**config.mk**
```make
export PLATFORM = sky130hd
export DESIGN_NAME = branch_target_adder
export DESIGN_NICKNAME = d
export VERILOG_FILES = /design/src/rtl/branch_target_adder_pkg.sv /design/src/rtl/branch_target_adder_imm_decode.sv /design/src/rtl/branch_target_adder.sv
export SDC_FILE = /design/constraint.sdc
export NUM_CORES = 1
export LEC_CHECK = 0
export CORE_ASPECT_RATIO = 1.1
export CORE_MARGIN = 2
export CORE_UTILIZATION = 49
export DETAILED_ROUTE_END_ITERATION = 6
export PLACE_DENSITY = 0.84
export SLEW_MARGIN = 15
export SYNTH_ARGS = -nofsm -noshare
export SYNTH_HDL_FRONTEND = slang
export SYNTH_SLANG_ARGS = --single-unit
```
**constraint.sdc**
```tcl
create_clock -name clock -period 10.47 [get_ports clock]
set_input_delay 1.5705 -clock clock [delete_from_list [all_inputs] [get_ports clock]]
set_output_delay 1.5705 -clock clock [all_outputs]
set_load 0.02 [all_outputs]
```
**src/rtl/branch_target_adder_pkg.sv**
```systemverilog
`default_nettype none
// ============================================================================
// Module   : branch_target_adder_pkg
// Brief    : Shared constants and types for the branch target adder.
// Revision : 1.0 - initial release
// ============================================================================
package branch_target_adder_pkg;

  // Data and address width of the core
  localparam int XLEN = 32;

  // RV32 major opcodes that produce a non-sequential target
  localparam logic [6:0] OP_BRANCH = 7'b1100011;
  localparam logic [6:0] OP_JAL    = 7'b1101111;
  localparam logic [6:0] OP_JALR   = 7'b1100111;
  localparam logic [6:0] OP_AUIPC  = 7'b0010111;

  // Immediate format selected by the opcode; IMM_NONE means "use +4"
  typedef enum logic [2:0] {
    IMM_NONE = 3'd0,
    IMM_B    = 3'd1,
    IMM_J    = 3'd2,
    IMM_I    = 3'd3,
    IMM_U    = 3'd4
  } imm_fmt_e;

endpackage
`default_nettype wire

```
**src/rtl/branch_target_adder_imm_decode.sv**
```systemverilog
`default_nettype none
// ============================================================================
// Module   : branch_target_adder_imm_decode
// Brief    : Selects the immediate format from the opcode and produces the
//            sign-extended immediate for the target adder.
// Revision : 1.0 - initial release
// ============================================================================
module branch_target_adder_imm_decode
  import branch_target_adder_pkg::*;
#(
  parameter int XLEN_P = XLEN
) (
  input  logic [31:0]       inst,
  output logic [XLEN_P-1:0] imm,
  output imm_fmt_e          fmt
);

  logic [6:0] opcode;
  assign opcode = inst[6:0];

  // Opcode to format, then assemble the matching sign-extended immediate
  always_comb begin
    fmt = IMM_NONE;
    imm = '0;
    unique case (opcode)
      OP_BRANCH: begin
        fmt = IMM_B;
        imm = {{(XLEN_P-12){inst[31]}}, inst[7], inst[30:25], inst[11:8], 1'b0};
      end
      OP_JAL: begin
        fmt = IMM_J;
        imm = {{(XLEN_P-20){inst[31]}}, inst[19:12], inst[20], inst[30:21], 1'b0};
      end
      OP_JALR: begin
        fmt = IMM_I;
        imm = {{(XLEN_P-12){inst[31]}}, inst[31:20]};
      end
      OP_AUIPC: begin
        fmt = IMM_U;
        imm = {{(XLEN_P-32){inst[31]}}, inst[31:12], 12'b0};
      end
      default: begin
        fmt = IMM_NONE;
        imm = '0;
      end
    endcase
  end

endmodule
`default_nettype wire

```
**src/rtl/branch_target_adder.sv**
```systemverilog
`default_nettype none
// ============================================================================
// Module   : branch_target_adder
// Brief    : Combinational control-flow target generator for the branch FU,
//            with a one-cycle registered copy for debug/trace.
// Revision : 1.0 - initial release
// ============================================================================
module branch_target_adder
  import branch_target_adder_pkg::*;
#(
  parameter int XLEN_P     = XLEN,
  parameter int ALIGN_BITS = 2
) (
  input  logic              clock,
  input  logic              reset,          // asynchronous, active-low
  input  logic              in_valid,
  input  logic [XLEN_P-1:0] pc,
  input  logic [31:0]       inst,
  input  logic [XLEN_P-1:0] rs1_value,
  output logic [XLEN_P-1:0] result,
  output logic              misaligned,
  output logic [XLEN_P-1:0] result_q,
  output logic              result_valid_q
);

  localparam logic [XLEN_P-1:0] SEQ_STEP  = XLEN_P'(4);
  // JALR clears bit 0 of the sum
  localparam logic [XLEN_P-1:0] JALR_MASK = {{(XLEN_P-1){1'b1}}, 1'b0};

  logic [XLEN_P-1:0] imm;
  imm_fmt_e          fmt;
  logic [XLEN_P-1:0] base;
  logic [XLEN_P-1:0] offset;
  logic [XLEN_P-1:0] sum;

  branch_target_adder_imm_decode #(
    .XLEN_P (XLEN_P)
  ) u_imm_decode (
    .inst (inst),
    .imm  (imm),
    .fmt  (fmt)
  );

  // Base/offset select and a single wrap-around adder; carry-out is dropped
  always_comb begin
    base   = pc;
    offset = imm;
    if (fmt == IMM_I) begin
      base = rs1_value;
    end
    if (fmt == IMM_NONE) begin
      offset = SEQ_STEP;
    end
    sum    = base + offset;
    result = (fmt == IMM_I) ? (sum & JALR_MASK) : sum;
  end

  // Alignment flag is informational only; it never alters result
  assign misaligned = |result[ALIGN_BITS-1:0];

  // Trace copy: capture on valid issue, hold data otherwise
  always_ff @(posedge clock or negedge reset) begin
    if (!reset) begin
      result_q       <= '0;
      result_valid_q <= 1'b0;
    end else begin
      result_valid_q <= in_valid;
      if (in_valid) begin
        result_q <= result;
      end
    end
  end

endmodule
`default_nettype wire

```
==> impl_metrics.yaml <==
cts:
  cts_buffer_depth: 2
  ctsResizeCount: 0
  htree_num_levels: 2
  cts_setup_buffers: 0
  root_buffer: "clkbuf_8"
  clk_latency_ns: 0.29
  path_clk_slew_ns: 0.08
  hold_buffers: 0
  cts_sinks: 33
  cts_tree: "done"
  cts_made_buffers: 5
die:
  pin_count: 165
  fp.dieW_um: 93.6
  rows: 35
  dieArea_um2: 9610
  initial_core_util: 0.510
  die_y_um: 103
  core_area_um2: 8500
synth:
  synth_area_per_cell_um2: 7.48
  synth_flop_cell: "dfrtp_1"
  synth_top_area_cell: "dfrtp_1"
  syn_inst: 579
  yosys-top-cells-count: "nand2_1 (134), a21oi_1 (37), nor2_1 (37)"
  async_flop_share: 1.00
  seq_area_frac_synth: 0.191
  mappedNetlistArea_um2: 4330
  synth_top_cell_area_share: 0.191
  synth_area_leaders: "dfrtp_1 (19%), nand2_1 (12%), ha_1 (9.0%), a21o_1 (6.1%), mux2_2 (4.7%)"
  synth.most_common_cell: "nand2_1"
  syn-num-nets: 710
  synth-edff-count: 0
  synth_cell_type_count: 70
  ys_seq_elements: 33
  yosysWarnings: 0
worst_setup_path:
  rr_startpoint: "result_q[26]$_DFFE_PN0P_"
  cp_slowest_cell: "clkdlybuf4s50_1"
  critPathTopFamily: "buffers and inverters"
  start_kind: "input port"
  cp_max_fo: 21
  max_stage_delay_ns: 0.71
  reg2reg_depth: 2
  crit_chain: "clkdlybuf4s50_1, nand4b_4, nor2_2, buf_4, nand2_1, nand2_1, ha_1, a211oi_1, o211ai_2, a31oi_1, o211ai_1, a31oi_1, xnor2_1, clkdlybuf4s50_1"
  rrSetupSlack_ns: 9.44
  worstPathArrival_ns: 6.22
  worstSetupPathType: "input port to output pin"
  crit-reg2reg-capture: "result_q[26]$_DFFE_PN0P_"
  cp-end-kind: "output pin"
  cp.buffers_inverters: 3
  crit_required_ns: 8.90
global_routing:
  antenna_found_initial: 0
  grt_max_degree: 48
  grt_overflow: 0
  track_usage: 0.319
  grt_pass1_vias: 4840
  grt_pass1_wl_um: 24200
final_layout:
  stdcell_area_um2: 6060
  diodes: 0
  nNetsFinal: 849
  area_growth_pct: 39.9
  drive_gt1_frac: 0.0765
  fillCellCount: 668
sta:
  holdWs_ns: 0.510
  worst_pin_slew_ns: 0.835
  fin_crit_sh: 0.744
  hold_violations: 0
  fin_setup_tns_ns: 0
  rsz0062_at_grt: "false"
  setup-violations-final: 0
  max_freq_mhz: 128
  setup_ws_ns: 2.68
  relSlewSlack: 0.439
  fin_crit_ns: 7.79
  fin_worst_skew_ns: 0
  drv_slew: 0
status:
  run_status: "finished clean"
detailed_routing:
  drtPass1Iterations: 6
  ant_nets: 0
  viasPerCell: 6.00
  drt_wl_total_um: 15500
  drtIter0Drc: 237
  avgRoutedWirePerCell_um: 18.7
  num_vias: 4984
  drc_errors: 0
placed_design:
  port_buffers: 164
  place.gp.congestion: 0.936
  postPlaceCellArea_um2: 5970
  place_ws_ns: 2.83
  hpwl_um: 12400
power_and_ir_drop:
  totalPowerFinal_uw: 487
  powerDensity_nw_per_um2: 80.4
  leakagePower_uw: 0.00285
  ir_drop_uv: 58.1
min_path:
  hold_end: "result_q[19]$_DFFE_PN0P_"
  hold_class: "flip-flop to flip-flop"
  whs_path_depth: 1
  worstHoldStart: "result_q[19]$_DFFE_PN0P_"
run:
  drv_cap: 0
-- where the power goes --
part	total, uW	internal, uW	switching (uW)
logic	232	116	116
clock network	104	46.1	58.2
registers	151	143	8.16
total	487	304	182
-- metrics by stage --
stage | std cells | utilization
finish | 830 | 0.713
global route | 830 | 0.713
CTS | 830 | 0.713
detailed placement | 822 | 0.703
global placement | 822 | 0.703
floorplan | 579 | -
-- final cells by class --
class | count | area (um^2) | share of cell area
Clock buffer | 5 | 68.8 | 0.0114
Clock inverter | 3 | 17.5 | 0.00289
Inverter | 12 | 45.0 | 0.00744
Multi-Input combinational cell | 499 | 3300 | 0.545
Sequential cell | 33 | 826 | 0.136
Tap cell | 111 | 139 | 0.0229
Timing Repair Buffer | 167 | 1660 | 0.274
-- per-layer routing --
layer | up-vias | wire [um] | track usage
met5 | - | 0 | 0
met4 | 0 | 666 | 0.132
met3 | 49 | 1200 | 0.0497
met2 | 269 | 7340 | 0.568
met1 | 2291 | 6280 | 0.386
li1 | 2375 | - | -
-- sequential cells by signal, summed over array words and instances, names as in the netlist --
name / flops
result_valid_q: 1
result_q: 32
-- placed cells by master (no fill, tap or decap), types with 6 or more instances in the layout --
| master | Yosys | final |
|---|---|---|
| and2_1 | 12 | 12 |
| o21ai_0 | 16 | 16 |
| nor2_1 | 37 | 36 |
| mux2_2 | 18 | 18 |
| a31oi_1 | 9 | 9 |
| xnor2_1 | 20 | 20 |
| nor3_1 | 7 | 7 |
| ha_1 | 31 | 31 |
| clkdlybuf4s50_1 | 0 | 163 |
| a22oi_1 | 6 | 6 |
| nand3_1 | 14 | 14 |
| nand4_1 | 10 | 10 |
| nand2_1 | 134 | 134 |
| dfrtp_1 | 33 | 33 |
| xor2_1 | 10 | 10 |
| inv_1 | 12 | 12 |
| a21o_1 | 35 | 35 |
| a21oi_1 | 37 | 37 |
-- cell families (layout without fill, tap and decap cells) --
logic type / Yosys count / after routing / share of synthesized area
XOR/XNOR: 30 / 30 / 0.0607
adder cells (fa/ha/maj): 32 / 32 / 0.0942
AND/OR/NAND/NOR: 247 / 247 / 0.267
AO/OA/AOI/OAI: 170 / 170 / 0.289
multiplexers: 20 / 20 / 0.0514
buffers and inverters: 47 / 187 / 0.0474
flip-flops: 33 / 33 / 0.191
-- worst max path at each step --
stage | from | end | cells after the start
after detailed placement | inst[2] | result[25] | 14
final | inst[2] | result[25] | 14
after CTS | inst[2] | result[25] | 14
after global placement | inst[2] | result[25] | 14
after floorplan | inst[3] | result[26] | 15
after global routing | inst[2] | result[25] | 14
(Power assumes the default switching activity.)
